<file path="src/rtl/sqrt_check_bl.sv">
// sqrt_check_bl
//   Sequential self-check for the square-root datapath. It squares the
//   candidate root SQRT with an iterative shift-add multiplier. It then reports
//   the following results:
//     SQ   : the square
//     REM  : the remainder BIN - SQ
//     GOOD : set when SQRT == floor(sqrt(BIN))
//   The handshake uses one-cycle pulses, the same as the square-root block.
//
// Ports
//   clk   in   system clock
//   rst   in   synchronous active-high reset
//   st    in   start pulse; accepted only while idle
//   BIN   in   W-bit radicand
//   SQRT  in   W-bit candidate root (only the low RW bits are squared)
//   ok    out  one-cycle done pulse
//   busy  out  high from the accepted st until ok
//   SQ    out  2*RW-bit square of SQRT[RW-1:0]
//   REM   out  BIN - SQ when SQ <= BIN, else 0
//   GOOD  out  SQRT is floor(sqrt(BIN))
//   OVF   out  SQRT has bits set above RW-1
module sqrt_check_bl #(
    parameter int W  = 27,
    parameter int RW = 14
) (
    input  logic            clk,
    input  logic            rst,
    input  logic            st,
    input  logic [W-1:0]    BIN,
    input  logic [W-1:0]    SQRT,
    output logic            ok,
    output logic            busy,
    output logic [2*RW-1:0] SQ,
    output logic [W-1:0]    REM,
    output logic            GOOD,
    output logic            OVF
);

    localparam int CW = (RW > 1) ? $clog2(RW) : 1;

    localparam logic [1:0] IDLE = 2'd0;
    localparam logic [1:0] MUL  = 2'd1;
    localparam logic [1:0] CMP  = 2'd2;
    localparam logic [1:0] DONE = 2'd3;

    logic [1:0]      state;
    logic [W-1:0]    b_r;
    logic [RW-1:0]   a_r;
    logic [RW-1:0]   m_r;
    logic [2*RW-1:0] acc;
    logic [CW-1:0]   cnt;
    logic            ovf_r;

    // The partial product is the root shifted by the current bit position.
    // The accumulator is sized to hold the full square, so no carry is lost.
    logic [2*RW-1:0] pp;
    assign pp = {{RW{1'b0}}, a_r} << cnt;

    // Compare the square against the radicand with both operands zero-extended
    // to a common width. This works whichever of W and 2*RW is larger.
    logic acc_gt;
    assign acc_gt = ({{(2*RW){1'b0}}, b_r} < {{W{1'b0}}, acc});

    // Only used when acc <= b_r, so the W-bit difference is exact.
    logic [W-1:0] rem_w;
    assign rem_w = b_r - acc[W-1:0];

    // SQRT is the floor root iff BIN < (SQRT+1)^2, i.e. REM <= 2*SQRT.
    // The comparison is done W+1 bits wide, so 2*a_r cannot wrap.
    logic good_w;
    assign good_w = ({1'b0, rem_w} <= ((W+1)'(a_r) << 1));

    always_ff @(posedge clk) begin
        if (rst) begin
            state <= IDLE;
            b_r   <= '0;
            a_r   <= '0;
            m_r   <= '0;
            acc   <= '0;
            cnt   <= '0;
            ovf_r <= 1'b0;
            ok    <= 1'b0;
            busy  <= 1'b0;
            SQ    <= '0;
            REM   <= '0;
            GOOD  <= 1'b0;
            OVF   <= 1'b0;
        end else begin
            ok <= 1'b0;
            case (state)
                IDLE: begin
                    if (st) begin
                        b_r   <= BIN;
                        a_r   <= SQRT[RW-1:0];
                        m_r   <= SQRT[RW-1:0];
                        ovf_r <= |SQRT[W-1:RW];
                        acc   <= '0;
                        cnt   <= '0;
                        busy  <= 1'b1;
                        state <= MUL;
                    end
                end
                MUL: begin
                    if (m_r[0])
                        acc <= acc + pp;
                    m_r <= m_r >> 1;
                    cnt <= cnt + 1'b1;
                    // The multiplier always runs RW steps, so the latency
                    // does not depend on the data.
                    if (cnt == CW'(RW-1))
                        state <= CMP;
                end
                CMP: begin
                    SQ  <= acc;
                    OVF <= ovf_r;
                    if (ovf_r || acc_gt) begin
                        REM  <= '0;
                        GOOD <= 1'b0;
                    end else begin
                        REM  <= rem_w;
                        GOOD <= good_w;
                    end
                    state <= DONE;
                end
                DONE: begin
                    ok    <= 1'b1;
                    busy  <= 1'b0;
                    state <= IDLE;
                end
                default: state <= IDLE;
            endcase
        end
    end

endmodule

</file>
<file path="config.mk">
export PLATFORM = sky130hd
export DESIGN_NAME = sqrt_check_bl
export DESIGN_NICKNAME = d
export VERILOG_FILES = /design/src/rtl/sqrt_check_bl.sv
export SDC_FILE = /design/constraint.sdc
export NUM_CORES = 1
export LEC_CHECK = 0
export ABC_AREA = 1
export CELL_PAD_IN_SITES_DETAIL_PLACEMENT = 1
export CELL_PAD_IN_SITES_GLOBAL_PLACEMENT = 2
export CORE_MARGIN = 2
export CORE_UTILIZATION = 31
export CTS_BUF_LIST = sky130_fd_sc_hd__clkbuf_8 sky130_fd_sc_hd__clkbuf_16
export DETAILED_ROUTE_END_ITERATION = 8
export GPL_ROUTABILITY_DRIVEN = 0
export HOLD_SLACK_MARGIN = 0.03
export PLACE_DENSITY_LB_ADDON = 0.05
export SLEW_MARGIN = 25
export SYNTH_ARGS = -nofsm -noshare
export SYNTH_HDL_FRONTEND = slang
export SYNTH_SLANG_ARGS = --single-unit
</file>
<file path="constraint.sdc">
create_clock -name clk -period 3.66 [get_ports clk]
set_input_delay 0.549 -clock clk [delete_from_list [all_inputs] [get_ports clk]]
set_output_delay 0.549 -clock clk [all_outputs]
set_load 0.1 [all_outputs]
</file>
==> key figures <==
Outcome
  – Status: completed

Yosys
  – Count of cell types in the netlist: 52
  – Commonest cells post-synth: nand2_1 (361), a21oi_1 (176), inv_1 (157)
  – Sequential fraction of the synthesis area: 30.49%
  – Cell taking the most area after synthesis: dfxtp_1
  – Top-count cell post-synth: nand2_1
  – Gate Count Post-Synth: 1500
  – Mapped Area: 9782 sq um
  – Top cells by area, synth: dfxtp_1 (30%), nand2_1 (14%), ha_1 (9.5%)
  – Yosys warning count: 0
  – Syn_area_per_cell: 6.521 sq um
  – Post-synth EDFFs: 0
  – Main synth FF type: dfxtp_1
  – Top cell type's share of synthesized area: 30.49%
  – Async SR Flop Fraction: 0%
  – Mapped Nets: 1633
  – Yosys reg bits: 149

Global routing
  – Number of global-route vias before repair: 10490
  – GRT Total Usage: 22.91%
  – Initial antenna violation count: 0
  – Pin count of the biggest net entering global routing: 78
  – GRT overflow: 0
  – Global-route wire length before repair: 58230 um

Power and ir drop
  – Pwr dens: 886.9 nW/um^2
  – Peak supply drop: 359.9 uV
  – Leakage power: 5.162 nW

Die
  – Die height: 181.6 um
  – Die W: 181.6 um
  – Starting Density: 31.24%
  – I/O pin total: 116
  – Core Footprint: 31310 sq um
  – Rows: 65
  – Die area: 32990 sq um

CTS
  – Worst skew pair latency: 450 ps
  – TritonCTS buffer count: 17
  – TritonCTS clock tree: yes
  – Htree depth: 4
  – Clk buf depth: 2
  – Clock transition at the registers of the reported paths: 70 ps
  – Clock sinks: 149
  – Clk root buf: clkbuf_16

Setup path
  – Worst Path Required: 4030 ps
  – Critical path launch point type: flop
  – CP arrival: 3710 ps
  – Worst setup path class: flop to flop
  – CP max FO: 4
  – Worst Setup End Kind: flop

Placement
  – Placement Setup Slack: 66.78 ps
  – Placed cell count: 1980
  – Port bufs: 115
  – Post-DP HPWL: 29470 um
  – Placed cell area: 11390 sq um

Drt
  – Routed vias/inst: 5.022
  – Drt initial violations: 449
  – Total wire length: 37140 um
  – Post-route ant nets: 0
  – Avg WL per Cell: 18.42 um
  – DRC viols: 0
  – Initial DRT Pass Iterations: 5
  – Routed via count: 10130

STA
  – Tmin final: 3349 ps
  – Fin Clk Skew: 17.75 ps
  – Fin crit share: 91.50%
  – Fmax achieved: 298.6 MHz
  – Setup WS post-layout: 311.3 ps
  – Worst slew margin: 30.25%
  – Tightest Pin Transition: 1043 ps
  – Hold Fails Final Rpt: 0
  – Slew Limit Fails: 0
  – Setup violators final: 0

Hold path
  – Worst hold-check path type: flop to flop

Finish
  – Nets: 1734
  – Share of cells above drive strength 1: 8.055%
  – Inserted Diodes: 0
  – Fin cells: 2016
  – Area grow syn2layout: 24.60%
  – Layout fillers: 4030
  – Fin area: 12190 sq um

Run
  – Max-cap viol count: 0
[cells by family after synthesis]
| logic type | count (synthesis) | synth area share, % |
|---|---|---|
| AO/OA/AOI/OAI | 384 | 20.85 |
| XOR/XNOR | 16 | 1.433 |
| AND/OR/NAND/NOR | 642 | 27.58 |
| multiplexers | 8 | 0.8187 |
| buffers and inverters | 225 | 8.954 |
| adder cells (fa/ha/maj) | 76 | 9.875 |
| flip-flops | 149 | 30.49 |
[placed cells by master (no fill, tap or decap), types with 5 or more instances in the layout]
master	synthesis	layout
inv_1	157	156
a21o_1	5	5
a31oi_1	19	18
nand3_2	6	6
clkdlybuf4s50_1	0	114
nor2_1	145	144
o21ai_0	151	151
ha_1	74	67
buf_4	0	28
ha_2	0	6
nand2_1	361	357
nand2_2	12	16
nand4_1	14	14
a21oi_1	176	174
nor3_1	15	15
o21bai_1	6	6
mux2i_1	8	8
or2_2	6	6
o21ai_1	9	9
dfxtp_1	149	147
nand3_1	64	63
nor2_2	4	5
clkbuf_16	0	17
xnor2_1	7	5
[power breakdown]
group          switching [mW]  internal [mW]
Sequential              0.235           2.00
Combinational            4.73           2.01
Clock                   0.795           1.03
[registers in the layout, indices dropped and copies added (netlist names)]
name and flops:
GOOD 1, OVF 1, REM 27, SQ 28
a_r 14, acc 28, b_r 27, busy 1
cnt 4, m_r 14, ok 1, ovf_r 1
state 2
[critical path: stages, from the launching register on]
cell,delay [ps]
dfxtp_1,440
inv_1,110
ha_1,480
nand2_1,120
inv_1,110
nand2_1,60
nand2_1,110
a31oi_2,60
xnor2_2,150
buf_4,160
ha_1,370
nand2_1,90
nor2_1,150
nand4_1,130
a21oi_1,210
nand2_1,80
nor2_1,90
nand2_1,50
nor2_1,80
nand3_1,70
a21oi_1,130
[timing repair]
action                     in CTS  in global routing
gates resized for setup         0                 31
hold buffers                    0                  0
setup endpoints to repair       0                  1
setup buffers                   0                  4
[per-layer routing]
layer | routed length, um | track usage (%) | vias up
li1 | - | - | 5148
met4 | 860 | 7.122 | 0
met2 | 18160 | 39.80 | 110
met5 | 0 | 0 | -
met1 | 17220 | 28.73 | 4829
met3 | 898 | 4.192 | 38
[path summary, 6_finish.rpt]
kind | slack [ps] | cells past startpoint | endpoint | start
max | 310 | 20 | GOOD | acc[10]
min | 460 | 2 | REM[7] | REM[7]
max reg2reg | 310 | 20 | GOOD | acc[10]
min reg2reg | 460 | 2 | REM[7] | REM[7]
[cell type report]
| cell class | instances | area (sq um) | share of cell area [%] |
|---|---|---|---|
| clock buffers | 18 | 439.2 | 3.603 |
| clock inverters | 14 | 151.4 | 1.242 |
| inverters | 162 | 610.6 | 5.010 |
| multi-input cells | 1126 | 6102 | 50.07 |
| flip-flops and latches | 149 | 2985 | 24.49 |
| well taps | 402 | 503.0 | 4.127 |
| repair buffers | 145 | 1396 | 11.46 |
[metrics by stage]
stage	utilization (%)	total power, mW	hold WS [ps]	setup TNS, ps
final	38.93	10.81	462.5	0
after global routing	38.93	11.66	493.0	-48.47
after CTS	38.27	10.57	466.2	0
after detailed placement	36.38	8.677	456.8	0
after global placement	36.38	8.629	454.3	0
after floorplan	-	6.824	435.3	0
(Power assumes the default switching activity.)
